===== src/rtl/aes128_package.sv =====
// ---------------------------------------------------------------------------
// aes128_package
// Shared constants and helpers for the masked-AES randomness path.
//   rng_state_e     : control states of masked_rand_gen
//   LFSR_TAPS       : feedback taps of the 64-bit Fibonacci LFSR
//                     (bits 63, 62, 60, 59)
//   LFSR_SEED_SUBST : value loaded instead of an all-zero seed, which would
//                     lock the LFSR up
//   num_quad()      : number of fresh random elements a masked multiplier
//                     with the given share count consumes per operation
// ---------------------------------------------------------------------------
package aes128_package;

  typedef enum logic [1:0] {
    IDLE   = 2'd0,
    WARMUP = 2'd1,
    RUN    = 2'd2
  } rng_state_e;

  localparam logic [63:0] LFSR_TAPS       = 64'hD800_0000_0000_0000;
  localparam logic [63:0] LFSR_SEED_SUBST = 64'h0000_0000_0000_0001;

  // One fresh element per unordered pair of shares.
  function automatic int num_quad(input int num_shares);
    return (num_shares * (num_shares - 1)) / 2;
  endfunction

endpackage


===== src/rtl/lfsr_multistep.sv =====
// ---------------------------------------------------------------------------
// lfsr_multistep
// Combinational STEPS-fold unrolling of a 64-bit Fibonacci LFSR.
// One step: fb = ^(s & TAPS); s' = {s[62:0], fb}.
//   state_i : current LFSR state
//   state_o : state after STEPS single steps
// ---------------------------------------------------------------------------
module lfsr_multistep
  import aes128_package::*;
#(
  parameter int          STEPS = 1,
  parameter logic [63:0] TAPS  = LFSR_TAPS
) (
  input  logic [63:0] state_i,
  output logic [63:0] state_o
);

  if (STEPS < 1) begin : g_bad_steps
    $error("lfsr_multistep: STEPS must be at least 1");
  end

  // Each stage owns its own nets so the chain is not one self-feeding array.
  for (genvar gi = 0; gi < STEPS; gi++) begin : g_step
    logic [63:0] cur;
    logic [63:0] nxt;
    if (gi == 0) begin : g_first
      assign cur = state_i;
    end else begin : g_rest
      assign cur = g_step[gi-1].nxt;
    end
    assign nxt = {cur[62:0], ^(cur & TAPS)};
  end

  assign state_o = g_step[STEPS-1].nxt;

endmodule


===== src/rtl/shared_reg.sv =====
// ---------------------------------------------------------------------------
// shared_reg
// Generic D register with asynchronous active-low reset.
//   clk_i  : clock, rising edge
//   rst_ni : asynchronous reset, active low; loads RESET_VAL
//   d_i    : next value
//   q_o    : registered value
// ---------------------------------------------------------------------------
module shared_reg #(
  parameter int               WIDTH     = 1,
  parameter logic [WIDTH-1:0] RESET_VAL = '0
) (
  input  logic             clk_i,
  input  logic             rst_ni,
  input  logic [WIDTH-1:0] d_i,
  output logic [WIDTH-1:0] q_o
);

  always_ff @(posedge clk_i or negedge rst_ni) begin
    if (!rst_ni) begin
      q_o <= RESET_VAL;
    end else begin
      q_o <= d_i;
    end
  end

endmodule


===== src/rtl/masked_rand_gen.sv =====
// ---------------------------------------------------------------------------
// masked_rand_gen
// LFSR-based source of fresh randomness for a masked multiplier.
// After a seed handshake the LFSR warms up for WARMUP_CYCLES advances, then
// presents one word per cycle; the consumer advances it with in_enable.
// Each advance applies OUT_W single LFSR steps so consecutive words share
// no state bits.
//   in_clock       : clock, rising edge
//   in_reset       : asynchronous reset, active low
//   in_seed        : 64-bit seed (zero is replaced by 64'h1)
//   in_seed_valid  : seed offered
//   out_seed_ready : seed accepted when high with in_seed_valid (low in WARMUP)
//   in_enable      : consumer takes the current word (honoured in RUN only)
//   out_valid      : out_r/out_p carry fresh randomness
//   out_r          : blinding randomness, NQ elements of BIT_WIDTH
//   out_p          : correction randomness, same packing
// Build option: define MASKED_RAND_GEN_ZERO_RAND_EN to tie out_r/out_p to
// zero in all states; control and handshake behaviour is unchanged.
// ---------------------------------------------------------------------------
module masked_rand_gen
  import aes128_package::*;
#(
  parameter int NUM_SHARES    = 2,
  parameter int BIT_WIDTH     = 1,
  parameter int WARMUP_CYCLES = 4,
  localparam int NQ    = num_quad(NUM_SHARES),
  localparam int R_W   = NQ * BIT_WIDTH,
  localparam int OUT_W = 2 * R_W
) (
  input  logic           in_clock,
  input  logic           in_reset,
  input  logic [63:0]    in_seed,
  input  logic           in_seed_valid,
  output logic           out_seed_ready,
  input  logic           in_enable,
  output logic           out_valid,
  output logic [R_W-1:0] out_r,
  output logic [R_W-1:0] out_p
);

  localparam int CNT_W = $clog2(WARMUP_CYCLES + 1);

  if (OUT_W > 64) begin : g_bad_width
    $error("masked_rand_gen: OUT_W exceeds the 64-bit LFSR state");
  end
  if (WARMUP_CYCLES < 1) begin : g_bad_warmup
    $error("masked_rand_gen: WARMUP_CYCLES must be at least 1");
  end

  rng_state_e       state_q, state_d;
  logic [1:0]       state_raw_q;
  logic [63:0]      s_q, s_d, s_adv;
  logic [CNT_W-1:0] cnt_q, cnt_d;
  logic             seed_take;

  shared_reg #(.WIDTH(2), .RESET_VAL(IDLE)) u_state_reg (
    .clk_i (in_clock),
    .rst_ni(in_reset),
    .d_i   (state_d),
    .q_o   (state_raw_q)
  );
  assign state_q = rng_state_e'(state_raw_q);

  shared_reg #(.WIDTH(64), .RESET_VAL(LFSR_SEED_SUBST)) u_lfsr_reg (
    .clk_i (in_clock),
    .rst_ni(in_reset),
    .d_i   (s_d),
    .q_o   (s_q)
  );

  shared_reg #(.WIDTH(CNT_W), .RESET_VAL('0)) u_cnt_reg (
    .clk_i (in_clock),
    .rst_ni(in_reset),
    .d_i   (cnt_d),
    .q_o   (cnt_q)
  );

  lfsr_multistep #(.STEPS(OUT_W), .TAPS(LFSR_TAPS)) u_step (
    .state_i(s_q),
    .state_o(s_adv)
  );

  assign out_seed_ready = (state_q != WARMUP);
  assign out_valid      = (state_q == RUN);
  assign seed_take      = in_seed_valid && out_seed_ready;

  always_comb begin
    state_d = state_q;
    s_d     = s_q;
    cnt_d   = cnt_q;
    unique case (state_q)
      IDLE: begin
        if (seed_take) begin
          s_d     = (in_seed == 64'h0) ? LFSR_SEED_SUBST : in_seed;
          cnt_d   = '0;
          state_d = WARMUP;
        end
      end
      WARMUP: begin
        s_d   = s_adv;
        cnt_d = cnt_q + CNT_W'(1);
        if (cnt_q == CNT_W'(WARMUP_CYCLES - 1)) begin
          state_d = RUN;
        end
      end
      RUN: begin
        // A new seed wins over a same-cycle advance.
        if (seed_take) begin
          s_d     = (in_seed == 64'h0) ? LFSR_SEED_SUBST : in_seed;
          cnt_d   = '0;
          state_d = WARMUP;
        end else if (in_enable) begin
          s_d = s_adv;
        end
      end
      default: begin
        state_d = IDLE;
      end
    endcase
  end

`ifdef MASKED_RAND_GEN_ZERO_RAND_EN
  assign out_r = '0;
  assign out_p = '0;
`else
  assign out_r = out_valid ? s_q[R_W-1:0]     : '0;
  assign out_p = out_valid ? s_q[OUT_W-1:R_W] : '0;
`endif

endmodule


===== config.mk =====
export PLATFORM = sky130hd
export DESIGN_NAME = masked_rand_gen
export DESIGN_NICKNAME = d
export VERILOG_FILES = /design/src/rtl/aes128_package.sv /design/src/rtl/lfsr_multistep.sv /design/src/rtl/shared_reg.sv /design/src/rtl/masked_rand_gen.sv
export SDC_FILE = /design/constraint.sdc
export NUM_CORES = 1
export LEC_CHECK = 0
export CAP_MARGIN = 30
export CORE_MARGIN = 3
export CORE_UTILIZATION = 45
export CTS_BUF_LIST = sky130_fd_sc_hd__clkbuf_4 sky130_fd_sc_hd__clkbuf_8
export CTS_CLUSTER_DIAMETER = 50
export DETAILED_ROUTE_END_ITERATION = 8
export HOLD_SLACK_MARGIN = 0.1
export PLACE_DENSITY_LB_ADDON = 0.2
export SLEW_MARGIN = 20
export SYNTH_ARGS = -nofsm -noshare
export SYNTH_HDL_FRONTEND = slang
export SYNTH_SLANG_ARGS = --single-unit

===== constraint.sdc =====
create_clock -name in_clock -period 1.9 [get_ports in_clock]
set_clock_uncertainty 0.05 [all_clocks]
set_input_delay 0.19 -clock in_clock [delete_from_list [all_inputs] [get_ports in_clock]]
set_output_delay 0.19 -clock in_clock [all_outputs]
set_load 0.03 [all_outputs]

==> impl_results.md <==
* Clock sinks at 69
* Clock latency on the worst-skew pair at 0.35 ns
* CP Data Arrival Time at between 2 and 2.5 ns
* CP startpoint kind: flip-flop
* Worst Tran Pin Value at 0.716 ns
* Kind of end point of the critical path: flip-flop
* Yosys reg bits at 69
* CTS root buf: clkbuf_8
* Drt total wl at 10300 um
* DR iter-0 viols at 293
* Distinct cells, synth at 30
* Fmax at 530 MHz
* Async S/R FF share, synth at 100%
* Critical Path RT at about 2.1 ns
* Initial Utilization at 46.6%
* Post-synthesis sequential area ratio at 47.7%
* Via count at roughly 3600
* Area post-placement at 4470 sq um
* # setup viols final at 0
* Max_slew headroom at 51.8%
* CTS buffer count at 9
* Number of synthesized flops with an enable pin at 0
* ANT cells at 0
* Hold WC Path Type: primary input to async pin
* Die H at 95.7 um
* Area added between synthesis and finish at 36.4%
* I/O Buffers at 71
* Routed Antenna Nets at 0
* Syn Area/Cell at 8.52 sq um
* GP Congestion at 0.807
* Fin nets at 582
* Status: finished clean
* Final count of hold timing violations at 0
* Worst Reg-to-Reg Cells at 9
* Initial antenna violation count at 0
* Total gr overflow at 0
* Worst vdd ir at 1.08 mV
* R2R Path Start: u_state_reg.q_o[0]
* Mapped Area at 3620 sq um
* Initial DRT Pass Iterations at 5
* Crit-path max FO at 20
* Most used DFF post-synth: dfrtp_1
* Row count at 32
* Cells after synthesis at 425
* Pre-CTS WS at -0.227 ns
* Vias in the first global route at 3226
* Ys Warns at 0
* Pwr per Cell Area at between 2000 and 2500 nW/um^2
* Syn_nets at 498
* First-pass GRT wire length at 15300 um
* DP HPWL at 6580 um
* IO Pins at 72
* Count of pins over their slew limit at 0
* CTS tree: built
* DRC at 0
* MaxCap Viol Count at 0
* Die ar. at roughly 9000 sq um
* Routed length per placed instance at between 15 and 20 um
* Static leakage at 2.15 nW
* Largest net degree at the start of global routing at 42
* Final Cell Area at 4940 sq um
* Vias/cell at 5.81
* Period utilisation layout at 99.3%
* Worst-path clk slew at 0.08 ns
* Slack of the critical path at 0.0136 ns
* RR Endpoint: u_lfsr_reg.q_o[46]
* Ratio of cells with drive above 1 in the final layout at 14.2%
* H-tree level count at 3
* Die Width at 95.7 um
* R2R Setup Slk at approximately 0.014 ns
* GRT Util Overall at 21.5%
* Hold slack at 0.301 ns
* Core area at between 7000 and 8000 sq um
* Period minus WS final at around 1.9 ns
* Kind of critical path: flip-flop to flip-flop
* CTS max path bufs at 2
worst max-delay path by stage:
stage | startpoint | endpoint | cells after the start
5_1_grt | u_state_reg.q_o[0] | u_lfsr_reg.q_o[57] | 9
6_report | u_state_reg.q_o[0] | u_lfsr_reg.q_o[46] | 9
3_5_place_dp | in_seed[22] | u_lfsr_reg.q_o[0] | 6
3_3_place_gp | in_seed[22] | u_lfsr_reg.q_o[0] | 6
2_1_floorplan | u_state_reg.q_o[0] | u_lfsr_reg.q_o[10] | 10
4_1_cts | u_state_reg.q_o[1] | u_lfsr_reg.q_o[45] | 8
cell usage after synthesis, types with 2 or more instances:
cell       n  area (sq um)
buf_4      3          22.5
nand2_1   69           259
buf_6     10           113
and2_1     2          12.5
o21ai_0    3          15.0
nor3_1     4          20.0
inv_1      4          15.0
nor2b_1    2          12.5
nor2_1     8          30.0
xnor2_1    4          35.0
nand3_1  187           936
a21oi_1    3          15.0
dfrtp_1   68          1700
nor4_1    16           100
ha_1       5          62.6
buf_2     21           105
o32ai_1    2          17.5
nand4_1    2          12.5
layout by cell type (no fill, tap or decap), drive strengths merged, types with 2 or more instances in the layout:
master,instances
nor2b,2
nand4,2
nand3,187
clkdlybuf4s15,2
nand2b,2
o21ai,4
and2,3
nand2,69
buf,29
clkbuf,14
clkdlybuf4s50,66
o21a,3
nor2,8
xnor2,4
ha,5
a21oi,3
dfrtp,68
inv,5
nor3,4
nor4,16
clkinv,4
o32ai,2
sequential cells by signal (all words and copies together) (netlist names):
signal,flops
u_cnt_reg.q_o,3
u_lfsr_reg.q_o,64
u_state_reg.q_o,2
critical path, cell delays in order (launching register included):
cell       delay [ns]
dfrtp_1          0.41
buf_4            0.16
ha_4             0.18
nand2b_4         0.16
o21ai_2          0.06
buf_4            0.18
o21a_2           0.25
clkbuf_16        0.21
nand3_1          0.08
nand3_1          0.08
where the power goes:
part / switching (mW) / internal (mW) / leakage, nW / total (mW)
combinational: 3.62 / 2.77 / 1.17 / 6.39
sequential: 0.385 / 2.18 / 0.878 / 2.56
clock: 0.587 / 0.609 / 0.0996 / 1.20
total: 4.59 / 5.56 / 2.15 / 10.2
through the flow:
step	std cells	setup TNS, ns	util (%)	power (mW)
global route	616	-1.03	63.6	10.9
finish	616	0	63.6	10.2
global placement	585	-0.209	57.5	7.61
floorplan	425	0	-	6.53
CTS	604	0	60.6	9.03
detailed placement	585	-0.227	57.5	7.72
cell families after synthesis:
group,synth area share [%]
flops,47.7
compound gates,2.80
buf+inv,7.05
mux,0.311
simple gates,39.0
xor+xnor,1.42
fa+ha+maj,1.73
layer usage:
layer  routed length, um  GRT usage, %  up-vias
li1                    -             -     1676
met1                4560          29.9     1775
met2                4990          33.7      117
met3                 656          5.63       12
met4                 108          5.45        0
met5                   0             0        -
layout make-up:
class / count / area, sq um
Sequential cell: 69 / 1730
Clock inverter: 7 / 73.8
Fill cell: 682 / 2830
Multi-Input combinational cell: 320 / 1740
Inverter: 4 / 15.0
Timing Repair Buffer: 105 / 1130
Clock buffer: 9 / 124
Tap cell: 102 / 128
repair_timing:
item | CTS | global route
cloned | 0 | 8
pin swaps | 0 | 1
setup endpoints to repair | 5 | 67
hold buffers | 1 | 0
buffers inserted | 2 | 4
resized for setup | 13 | 12
endpoints found under the hold margin | 19 | 0
Power figures use the tool's default switching activity.
